## src/rtl/sdr_host_seq_pkg.sv

```systemverilog
// Shared encodings for the SDR host sequencer: controller commands, FSM states,
// beat-timer phases and the init-step command table.
package sdr_host_seq_pkg;

  typedef enum logic [2:0] {
    CMD_NOP       = 3'd0,
    CMD_READA     = 3'd1,
    CMD_WRITEA    = 3'd2,
    CMD_PRECHARGE = 3'd4,
    CMD_LOAD_MODE = 3'd5,
    CMD_LOAD_REG1 = 3'd6,
    CMD_LOAD_REG2 = 3'd7
  } cmd_e;

  typedef enum logic [3:0] {
    ST_INIT_WAIT,
    ST_INIT_CMD,
    ST_INIT_GAP,
    ST_IDLE,
    ST_ISSUE,
    ST_WLAT,
    ST_WDATA,
    ST_RLAT,
    ST_RDATA
  } state_e;

  typedef enum logic [1:0] {
    TMR_IDLE,
    TMR_LAT,
    TMR_BEAT
  } tmr_phase_e;

  localparam int LAT_W  = 4;
  localparam int BEAT_W = 3;

  function automatic cmd_e init_step_cmd(input logic [1:0] step);
    case (step)
      2'd0:    return CMD_LOAD_REG1;
      2'd1:    return CMD_LOAD_REG2;
      2'd2:    return CMD_PRECHARGE;
      default: return CMD_LOAD_MODE;
    endcase
  endfunction

endpackage

```

## src/rtl/sdr_beat_timer.sv

```systemverilog
// Latency counter followed by a beat counter: after start, waits `delay` cycles
// (counted from the start cycle) and then strobes `beat` for BURST cycles.
module sdr_beat_timer
  import sdr_host_seq_pkg::*;
#(
  parameter int BURST = 4
) (
  input  logic             clk,
  input  logic             rst_n,
  input  logic             start,
  input  logic [LAT_W-1:0] delay,
  output logic             lat_done,
  output logic             beat,
  output logic             last
);

  localparam logic [BEAT_W-1:0] LAST_BEAT = BEAT_W'(BURST - 1);

  tmr_phase_e        phase_q, phase_d;
  logic [LAT_W-1:0]  lat_q, lat_d;
  logic [BEAT_W-1:0] beat_q, beat_d;

  assign lat_done = (phase_q == TMR_LAT) && (lat_q == delay - LAT_W'(1));
  assign beat     = (phase_q == TMR_BEAT);
  // Terminal compare on the 3-bit count keeps BURST=8 from wrapping into a 9th beat.
  assign last     = beat && (beat_q == LAST_BEAT);

  always_comb begin
    phase_d = phase_q;
    lat_d   = lat_q;
    beat_d  = beat_q;
    case (phase_q)
      TMR_IDLE: begin
        if (start) begin
          lat_d   = LAT_W'(1);
          beat_d  = '0;
          phase_d = (delay <= LAT_W'(1)) ? TMR_BEAT : TMR_LAT;
        end
      end
      TMR_LAT: begin
        if (lat_done) begin
          phase_d = TMR_BEAT;
          beat_d  = '0;
        end else begin
          lat_d = lat_q + LAT_W'(1);
        end
      end
      TMR_BEAT: begin
        if (last) begin
          phase_d = TMR_IDLE;
          lat_d   = '0;
          beat_d  = '0;
        end else begin
          beat_d = beat_q + BEAT_W'(1);
        end
      end
      default: phase_d = TMR_IDLE;
    endcase
  end

  always_ff @(posedge clk or negedge rst_n) begin
    if (!rst_n) begin
      phase_q <= TMR_IDLE;
      lat_q   <= '0;
      beat_q  <= '0;
    end else begin
      phase_q <= phase_d;
      lat_q   <= lat_d;
      beat_q  <= beat_d;
    end
  end

endmodule

```

## src/rtl/sdr_host_seq.sv

```systemverilog
// Host-side sequencer for the SDR SDRAM controller: runs the register/mode init
// sequence, then issues read/write bursts and paces their data beats.
module sdr_host_seq
  import sdr_host_seq_pkg::*;
#(
  parameter int               ASIZE     = 23,
  parameter int               DSIZE     = 32,
  parameter int               BURST     = 4,
  parameter int               RD_LAT    = 7,
  parameter int               WR_LAT    = 2,
  parameter int               INIT_WAIT = 100,
  parameter logic [ASIZE-1:0] REG1_VAL  = 'h000312,
  parameter logic [ASIZE-1:0] REG2_VAL  = 'h000600,
  parameter logic [ASIZE-1:0] MODE_VAL  = 'h000032,
  parameter int               ACK_TMO   = 1023
) (
  input  logic               CLK,
  input  logic               RESET_N,
  input  logic               REQ_VALID,
  output logic               REQ_READY,
  input  logic               REQ_WRITE,
  input  logic [ASIZE-1:0]   REQ_ADDR,
  output logic               WR_REQ,
  input  logic [DSIZE-1:0]   WR_DATA,
  input  logic [DSIZE/8-1:0] WR_DM,
  output logic               RD_VALID,
  output logic [DSIZE-1:0]   RD_DATA,
  output logic               INIT_DONE,
  output logic               ERR,
  output logic [2:0]         CMD,
  output logic [ASIZE-1:0]   ADDR,
  input  logic               CMDACK,
  output logic [DSIZE-1:0]   DATAIN,
  output logic [DSIZE/8-1:0] DM,
  input  logic [DSIZE-1:0]   DATAOUT
);

  localparam int DM_W    = DSIZE / 8;
  localparam int CNT_MAX = (INIT_WAIT > ACK_TMO) ? INIT_WAIT : ACK_TMO;
  localparam int CNT_W   = $clog2(CNT_MAX + 1);

  state_e             state_q, state_d;
  cmd_e               cmd_q, cmd_d;
  logic [ASIZE-1:0]   addr_q, addr_d;
  logic [DSIZE-1:0]   datain_q, datain_d;
  logic [DM_W-1:0]    dm_q, dm_d;
  logic [DSIZE-1:0]   rd_data_q, rd_data_d;
  logic               rd_valid_q, rd_valid_d;
  logic               init_done_q, init_done_d;
  logic               err_q, err_d;
  logic               is_wr_q, is_wr_d;
  logic [1:0]         step_q, step_d;
  logic [CNT_W-1:0]   cnt_q, cnt_d;

  logic               tmr_start, tmr_lat_done, tmr_beat, tmr_last;
  logic [LAT_W-1:0]   tmr_delay;

  function automatic logic [ASIZE-1:0] init_step_addr(input logic [1:0] step);
    case (step)
      2'd0:    return REG1_VAL;
      2'd1:    return REG2_VAL;
      2'd2:    return '0;
      default: return MODE_VAL;
    endcase
  endfunction

  assign tmr_delay = is_wr_q ? LAT_W'(WR_LAT) : LAT_W'(RD_LAT);

  sdr_beat_timer #(.BURST(BURST)) u_timer (
    .clk      (CLK),
    .rst_n    (RESET_N),
    .start    (tmr_start),
    .delay    (tmr_delay),
    .lat_done (tmr_lat_done),
    .beat     (tmr_beat),
    .last     (tmr_last)
  );

  assign REQ_READY = (state_q == ST_IDLE) && init_done_q && !err_q;
  assign WR_REQ    = (state_q == ST_WDATA) && tmr_beat;
  assign CMD       = cmd_q;
  assign ADDR      = addr_q;
  assign DATAIN    = datain_q;
  assign DM        = dm_q;
  assign RD_VALID  = rd_valid_q;
  assign RD_DATA   = rd_data_q;
  assign INIT_DONE = init_done_q;
  assign ERR       = err_q;

  always_comb begin
    state_d     = state_q;
    cmd_d       = cmd_q;
    addr_d      = addr_q;
    datain_d    = '0;
    dm_d        = '0;
    rd_data_d   = rd_data_q;
    rd_valid_d  = 1'b0;
    init_done_d = init_done_q;
    err_d       = err_q;
    is_wr_d     = is_wr_q;
    step_d      = step_q;
    cnt_d       = cnt_q;
    tmr_start   = 1'b0;
    case (state_q)
      ST_INIT_WAIT: begin
        cnt_d = cnt_q + CNT_W'(1);
        if (cnt_q == CNT_W'(INIT_WAIT - 1)) begin
          state_d = ST_INIT_CMD;
          step_d  = 2'd0;
          cmd_d   = init_step_cmd(2'd0);
          addr_d  = init_step_addr(2'd0);
          cnt_d   = '0;
        end
      end
      ST_INIT_CMD, ST_ISSUE: begin
        if (CMDACK) begin
          cmd_d = CMD_NOP;
          cnt_d = '0;
          if (state_q == ST_INIT_CMD) begin
            if (step_q == 2'd3) begin
              init_done_d = 1'b1;
              state_d     = ST_IDLE;
            end else begin
              state_d = ST_INIT_GAP;
            end
          end else begin
            tmr_start = 1'b1;
            if (is_wr_q) state_d = (WR_LAT <= 1) ? ST_WDATA : ST_WLAT;
            else         state_d = (RD_LAT <= 1) ? ST_RDATA : ST_RLAT;
          end
        end else if (cnt_q == CNT_W'(ACK_TMO - 1)) begin
          // Give up on the pending command; only reset recovers from here.
          err_d   = 1'b1;
          cmd_d   = CMD_NOP;
          cnt_d   = '0;
          state_d = ST_IDLE;
        end else begin
          cnt_d = cnt_q + CNT_W'(1);
        end
      end
      ST_INIT_GAP: begin
        step_d  = step_q + 2'd1;
        cmd_d   = init_step_cmd(step_q + 2'd1);
        addr_d  = init_step_addr(step_q + 2'd1);
        state_d = ST_INIT_CMD;
      end
      ST_IDLE: begin
        if (REQ_VALID && REQ_READY) begin
          addr_d  = REQ_ADDR;
          cmd_d   = REQ_WRITE ? CMD_WRITEA : CMD_READA;
          is_wr_d = REQ_WRITE;
          cnt_d   = '0;
          state_d = ST_ISSUE;
        end
      end
      ST_WLAT: if (tmr_lat_done) state_d = ST_WDATA;
      ST_WDATA: begin
        if (tmr_beat) begin
          datain_d = WR_DATA;
          dm_d     = WR_DM;
        end
        if (tmr_last) state_d = ST_IDLE;
      end
      ST_RLAT: if (tmr_lat_done) state_d = ST_RDATA;
      ST_RDATA: begin
        if (tmr_beat) begin
          rd_data_d  = DATAOUT;
          rd_valid_d = 1'b1;
        end
        if (tmr_last) state_d = ST_IDLE;
      end
      default: state_d = ST_INIT_WAIT;
    endcase
  end

  always_ff @(posedge CLK or negedge RESET_N) begin
    if (!RESET_N) begin
      state_q     <= ST_INIT_WAIT;
      cmd_q       <= CMD_NOP;
      addr_q      <= '0;
      datain_q    <= '0;
      dm_q        <= '0;
      rd_data_q   <= '0;
      rd_valid_q  <= 1'b0;
      init_done_q <= 1'b0;
      err_q       <= 1'b0;
      is_wr_q     <= 1'b0;
      step_q      <= '0;
      cnt_q       <= '0;
    end else begin
      state_q     <= state_d;
      cmd_q       <= cmd_d;
      addr_q      <= addr_d;
      datain_q    <= datain_d;
      dm_q        <= dm_d;
      rd_data_q   <= rd_data_d;
      rd_valid_q  <= rd_valid_d;
      init_done_q <= init_done_d;
      err_q       <= err_d;
      is_wr_q     <= is_wr_d;
      step_q      <= step_d;
      cnt_q       <= cnt_d;
    end
  end

endmodule
```

## config.mk

```make
export PLATFORM = sky130hd
export DESIGN_NAME = sdr_host_seq
export DESIGN_NICKNAME = d
export VERILOG_FILES = /design/src/rtl/sdr_host_seq_pkg.sv /design/src/rtl/sdr_beat_timer.sv /design/src/rtl/sdr_host_seq.sv
export SDC_FILE = /design/constraint.sdc
export NUM_CORES = 1
export LEC_CHECK = 0
export ABC_AREA = 1
export BUFFER_PORTS_ARGS = -buffer_cell sky130_fd_sc_hd__buf_2
export CORE_ASPECT_RATIO = 0.7
export CORE_MARGIN = 3
export CORE_UTILIZATION = 50
export CTS_BUF_LIST = sky130_fd_sc_hd__clkbuf_4
export DETAILED_ROUTE_END_ITERATION = 8
export PLACE_DENSITY_LB_ADDON = 0.25
export SKIP_LAST_GASP = 1
export SLEW_MARGIN = 10
export SYNTH_ARGS = -nofsm -noshare
export SYNTH_HDL_FRONTEND = slang
export SYNTH_HIERARCHICAL = 1
export SYNTH_SLANG_ARGS = --single-unit
```

## constraint.sdc

```tcl
create_clock -name CLK -period 3.89 [get_ports CLK]
set_clock_uncertainty 0.05 [all_clocks]
set_input_delay 0.389 -clock CLK [delete_from_list [all_inputs] [get_ports CLK]]
set_output_delay 0.389 -clock CLK [all_outputs]
set_load 0.03 [all_outputs]
```

==> qor.yml, run 1 <==
via_count: 5631
worstSkewPairLatency_ps: 510
synth_enable_flop_cells: 0
cts_hold_repair.buffers: 31
grt_max_degree: 65
hold_path_startpoint: "DATAOUT[5]"
post_cts_resize_count: 0
first_pass_drt_iterations: 5
ios: 195
cp_top_family: "simple AND/OR/NAND/NOR gates"
synth.yosys.warnings: 6
crit-reg2reg-launch: "state_q[3]"
area_growth_syn_to_layout_pct: 30.8
gr-usage-all-layers_pct: 23.4
die-area_um2: 13200
postSynthCellCount: 760
timing.critical_path.from: "state_q[3]"
netlist_top_cells_area: "sky130_fd_sc_hd__dfrtp_1 52%, sky130_fd_sc_hd__nand2_1 21%, sky130_fd_sc_hd__nor2_1 5.6%, sky130_fd_sc_hd__inv_1 3.5%, sky130_fd_sc_hd__nand3_1 3.5%"
net-switching-power_mw: 0.594
timing.critical_path.mode_cell: "sky130_fd_sc_hd__nand2_1"
syn_area_um2: 5920
regToRegEndpoint: "ADDR[5]"
cp-end-kind: "register"
detail_route.wirelength_mm: 15.7
grt_remaining_overflow: 0
cellLeakagePower_nw: 4.19
final.min_clock_period_ps: 2690
internal_power_mw: 1.75
stdcell_count: 1166
ys_seq_area_share_pct: 52.0
average_cell_area_after_synthesis_um2: 7.78
final.period_utilization_pct: 69.2
worstPathCellList: "inv_1 -> nand2_1 -> nor2_4 -> o21ai_1 -> nand2_2 -> inv_2 -> nand2_2 -> nand2_1 -> nand2_1"
worst_vdd_rail_ir_drop_v: 0.000265
total_of_flip_flops_plus_latches_after_synthesis: 123
die_h_um: 97.0
drt-wirelength-per-cell_um: 13.5
synth_cell_count_leaders: "334 x sky130_fd_sc_hd__nand2_1, 123 x sky130_fd_sc_hd__dfrtp_1, 88 x sky130_fd_sc_hd__nor2_1, 55 x sky130_fd_sc_hd__inv_1, 41 x sky130_fd_sc_hd__nand3_1"
drt_drc_violations_left: 0
async_flop_share_pct: 100
max_freq_mhz: 372
run_status: "finished, final reports clean"
antenna_left: 0
timing.final.max_slew_violations: 0
worst-endpoint-arrival_ps: 3080
power.switching_fraction_pct: 25.3
wire_length_of_the_first_global_routing_pass_mm: 24.9
regToRegSetupSlack_ps: 1200
cts_inserted_buffers: 17
die_width_um: 136
final-hold-violation-count: 0
final_net_count: 1110
core_um2: 11300
core.rowCount: 32
synthMostInstantiatedCell: "sky130_fd_sc_hd__nand2_1"
fill_cells: 919
synthDominantAreaCellType: "sky130_fd_sc_hd__dfrtp_1"
multiInputGateArea_um2: 2480
layout.area.seq_um2: 3080
antennaDiodeCount: 0
worst_r2r_path_depth: 9
critPathRequiredTime_ps: 4280
rsz0062_at_grt: "false"
grt_pass1_vias: 5286
synthDominantCellAreaShare_pct: 52.0
initial_core_util_pct: 52.4
htree_levels: 4
largest_fanout_on_the_critical_path: 29
ys_dominant_reg_cell: "sky130_fd_sc_hd__dfrtp_1"
place.gp.congestion: 0.885
clock_tree.buffer_depth: 2
crit_path_top_delay_cell: "sky130_fd_sc_hd__nor2_4"
number_of_placed_instances_with_taps_included: 1089
tritoncts: "built"
ys_types: 30
drt_first_iter_violations: 299
detailed_place_hpwl_mm: 10.6
pwr-share-clk_pct: 40.2
power.sequential.fraction_pct: 54.5
cts.repair_timing.setup_buffer_count: 0
cp-start-kind: "register"
buffer_ports.inserted: 194
holdPathStages: 3
worst-path-buf-inv: 2
clk_transition_reported_paths_ps: 120
vias_per_cell: 4.83
cellPowerDensity_nw_per_um2: 303
fin_tns_setup_ps: 0
timing.hold.worst_endpoint: "RD_DATA[5]"
p_comb_share_pct: 5.3
sink_count_of_the_clock_tree: 123
worstHoldPathType: "input port to register"
drive_gt1_share_pct: 25.2
stage_delay_of_the_slowest_cell_on_the_critical_path_ps: 460
finalSetupViolations: 0
maxCapViolCount: 0
timing.slew.headroom_pct: 35.8
timing.hold.ws_ps: 34.7
timing_worst_setup_path_type: "register to register"
antenna_found_initial: 0
cts.root.buffer_cell: "sky130_fd_sc_hd__clkbuf_4"
worst_slew_pin_slew_ps: 963
## state kept, by name, summed over array words and instances (netlist names), 2 cells and up
signal           flops
DM                   4
cnt_q               10
RD_DATA             32
DATAIN              32
u_timer/beat_q       3
CMD                  3
ADDR                23
step_q               2
u_timer/lat_q        4
state_q              4
u_timer/phase_q      2
## logic make-up after synthesis
logic type | share of synthesized area [%]
fa+ha+maj | 2.96
simple gates | 36.2
other cells | 0.127
xor+xnor | 0.740
flops | 52.0
compound gates | 1.78
buf+inv | 6.18
## layout make-up
cell class	count	area share, %
clock buffers	18	1.75
clock inverters	14	2.10
inverters	61	2.96
multi-input cells	553	32.1
flip-flops and latches	123	39.8
well taps	153	2.47
repair buffers	244	18.9
## layer usage
layer  GRT usage (%)  vias up  wire (um)
li1                -     2808          -
met1            30.7     2606       6800
met2            36.7      191       7350
met3            9.25       26       1400
met4            5.03        0        208
met5               0        -          0
## tightest hold or removal path, stage by stage
cell and delay [ps]:
sky130_fd_sc_hd__buf_2 70, sky130_fd_sc_hd__nand2_1 40, sky130_fd_sc_hd__nand2_1 50
## stage by stage
stage | area [um2] | setup WS, ps | util, % | total power, mW
2_1_floorplan | 5920 | 1760 | - | 1.31
3_3_place_gp | 6990 | 1360 | 61.9 | 1.39
3_5_place_dp | 6990 | 1240 | 61.9 | 1.39
4_1_cts | 7600 | 1200 | 67.3 | 2.35
5_1_grt | 7740 | 909 | 68.5 | 2.44
6_report | 7740 | 1200 | 68.5 | 2.34
## power by group through the flow
| stage | Sequential (mW) | Combinational [mW] | Clock [mW] |
|---|---|---|---|
| 3_5_place_dp | 1.30 | 0.0869 | 0 |
| 6_report | 1.28 | 0.124 | 0.942 |
| 3_3_place_gp | 1.30 | 0.0875 | 0 |
| 5_1_grt | 1.28 | 0.137 | 1.03 |
| 4_1_cts | 1.28 | 0.111 | 0.959 |
| 2_1_floorplan | 1.30 | 0.00960 | 0 |
## worst max-delay path by stage
stage	slack, ps	cells after the start	to
floorplan	1760	17	state_q[1]
global placement	1360	9	ADDR[14]
detailed placement	1240	9	ADDR[7]
CTS	1200	9	ADDR[5]
global route	910	8	ADDR[20]
finish	1200	9	ADDR[5]
## layout by cell type (no fill, tap or decap), drive strengths merged
cell           n
nand3         42
nand2        346
inv           63
conb           4
ha            14
dfrtp        123
bufinv         2
a31o           2
or2            1
nand3b        19
nor3           1
clkinvlp       1
clkinv         9
dlygate4sd3   45
nor2          94
clkbuf        18
o21ai         10
o21a           1
a21oi          6
buf          199
xnor2          1
nand4          8
xor2           4
No activity file was read; power rests on OpenSTA's default activity.
==> run 2: changes to the inputs <==
--- a/config.mk
+++ b/config.mk
@@ -9,7 +9,7 @@
 export BUFFER_PORTS_ARGS = -buffer_cell sky130_fd_sc_hd__buf_2
 export CORE_ASPECT_RATIO = 0.7
 export CORE_MARGIN = 3
-export CORE_UTILIZATION = 50
+export CORE_UTILIZATION = 47
 export CTS_BUF_LIST = sky130_fd_sc_hd__clkbuf_4
 export DETAILED_ROUTE_END_ITERATION = 8
 export PLACE_DENSITY_LB_ADDON = 0.25
==> constraint.sdc (replaced) <==
create_clock -name CLK -period 2.3 [get_ports CLK]
set_clock_uncertainty 0.05 [all_clocks]
set_input_delay 0.23 -clock CLK [delete_from_list [all_inputs] [get_ports CLK]]
set_output_delay 0.23 -clock CLK [all_outputs]
set_load 0.03 [all_outputs]
==> run 2 against run 1 <==
- cell area rose by 7.0%
- critical path depth shrank 5
- global-route usage is 1.6 points higher
- sequential share of layout area decreased by 2.6 points
- critical path type is now register to output pin
- sequential power up 69%
- non-clock buffer count rose by 56
- via count rose by 5.1%
- combinational power increased by 130%
- critical endpoint is now REQ_READY
- largest cell class unchanged
- die area increased by 6.0%
- utilization up 0.38 points
- total power increased by 64%
- sequential cell count is the same
==> qor.yml, run 2 (same netlist as run 1, synthesis figures left out) <==
grt_max_degree: 47
first_pass_drt_iterations: 6
ios: 195
pre_cts_ws_ps: 206
detail_route.wirelength_mm: 17.2
worstPathCellList: "nor2_1 -> nand2_1 -> nor2_1 -> buf_2"
critPathRequiredTime_ps: 2020
final-hold-violation-count: 0
final.period_utilization_pct: 91.5
crit_path_top_delay_cell: "sky130_fd_sc_hd__dfrtp_1"
worst_vdd_rail_ir_drop_v: 0.000415
fin_tns_setup_ps: 0
clock_tree.buffer_depth: 2
timing.slew.headroom_pct: 35.6
cellPowerDensity_nw_per_um2: 464
rsz0062_at_grt: "false"
drive_gt1_share_pct: 24.5
core.rowCount: 33
cp-end-kind: "output pin"
worstHoldPathType: "input port to register"
place.gp.congestion: 0.909
cts.root.buffer_cell: "sky130_fd_sc_hd__clkbuf_4"
drt_first_iter_violations: 319
sink_count_of_the_clock_tree: 123
most-common-layout-cells: "333 x sky130_fd_sc_hd__nand2_1, 193 x sky130_fd_sc_hd__buf_2, 122 x sky130_fd_sc_hd__dfrtp_1"
detailed_place.area_um2: 7070
post-layout-total-power_mw: 3.84
timing.hold.ws_ps: 64.2
worst_slew_pin_slew_ps: 964
die-area_um2: 14000
antenna_found_initial: 0
htree_levels: 4
vias_per_cell: 4.83
via_count: 5916
area_growth_syn_to_layout_pct: 40.0
initial_core_util_pct: 49.2
design_area_um2: 8280
detailed_place_hpwl_mm: 11.0
clk_transition_reported_paths_ps: 100
stage_delay_of_the_slowest_cell_on_the_critical_path_ps: 440
grt_pass1_vias: 5822
antenna_left: 0
maxCapViolCount: 0
buffer_ports.inserted: 194
layout_commonest_cell: "sky130_fd_sc_hd__nand2_1"
run_status: "finished, final reports clean"
gr-usage-all-layers_pct: 24.9
grt_remaining_overflow: 0
wire_length_of_the_first_global_routing_pass_mm: 28.1
cts_inserted_buffers: 17
largest_fanout_on_the_critical_path: 5
timing.critical_path.mode_cell: "sky130_fd_sc_hd__nor2_1"
tritoncts: "built"
cp-start-kind: "register"
drt_drc_violations_left: 0
finalSetupViolations: 0
timing.final.max_slew_violations: 0
worstSkewPairLatency_ps: 520
cellLeakagePower_nw: 4.42
antennaDiodeCount: 0
final_net_count: 1166
die_width_um: 140
least_setup_slack_across_all_paths_after_layout_ps: 195
worst-endpoint-arrival_ps: 1820
die_h_um: 99.9
drt-wirelength-per-cell_um: 14.0
final.min_clock_period_ps: 2100
timing_worst_setup_path_type: "register to output pin"
core_um2: 12000
max_freq_mhz: 475
-- run 2: cell types whose count changed in the layout (fill, tap and decap cells not counted), moves of 2 or more --
cell,previous run,this run
sky130_fd_sc_hd__clkinv_4,5,3
sky130_fd_sc_hd__clkinv_1,3,5
sky130_fd_sc_hd__dlygate4sd3_1,45,94
sky130_fd_sc_hd__clkinv_2,1,4
sky130_fd_sc_hd__buf_4,6,11
sky130_fd_sc_hd__buf_12,0,2
-- run 2: routing by layer --
| layer | routed length, um | vias up | track usage, % |
|---|---|---|---|
| li1 | - | 2925 | - |
| met5 | 0 | - | 0 |
| met3 | 1380 | 47 | 8.95 |
| met4 | 466 | 0 | 9.31 |
| met2 | 7980 | 216 | 39.5 |
| met1 | 7390 | 2728 | 31.8 |
-- run 2: path summary, 6_finish.rpt --
check	slack [ps]	endpoint	cells past startpoint	startpoint
worst max-delay path	200	REQ_READY	4	state_q[2]
worst min-delay path	60	CMD[0]	4	REQ_WRITE
worst max register to register	200	is_wr_q	6	state_q[2]
worst min register to register	430	RD_DATA[15]	2	RD_DATA[15]
max in group asynchronous	1350	u_timer/phase_q[0]	3	RESET_N
min in group asynchronous	200	cnt_q[3]	2	RESET_N
-- run 2: final cells by class --
type                            instances  area (um2)
Clock buffer                           17         128
Clock inverter                         15         125
Fill cell                             934        3740
Inverter                               61         229
Multi-Input combinational cell        553        2490
Sequential cell                       123        3080
Tap cell                              157         196
Timing Repair Buffer                  300        2030
-- run 2: critical path: cells and delay by family (launching register included) --
kind / cells / cell delay (ps)
buffers and inverters: 1 / 240
DFF: 1 / 440
and+or+nand+nor: 3 / 650
-- run 2: what timing repair did --
action,CTS,global route
hold buffers,94,0
endpoints found under the hold margin,136,0
buffers inserted,0,0
setup endpoints to repair,0,28
gates resized for setup,0,4
-- run 2: power breakdown --
group | switching [mW] | internal, mW | total, mW
Sequential | 0 | 2.16 | 2.16
Combinational | 0.111 | 0.173 | 0.284
Clock | 0.864 | 0.534 | 1.40
-- run 2: stage by stage --
| step | cells | utilization, % |
|---|---|---|
| after floorplan | 762 | - |
| after global placement | 1100 | 58.9 |
| after detailed placement | 1100 | 58.9 |
| after CTS | 1226 | 68.8 |
| after global routing | 1226 | 68.9 |
| final | 1226 | 68.9 |
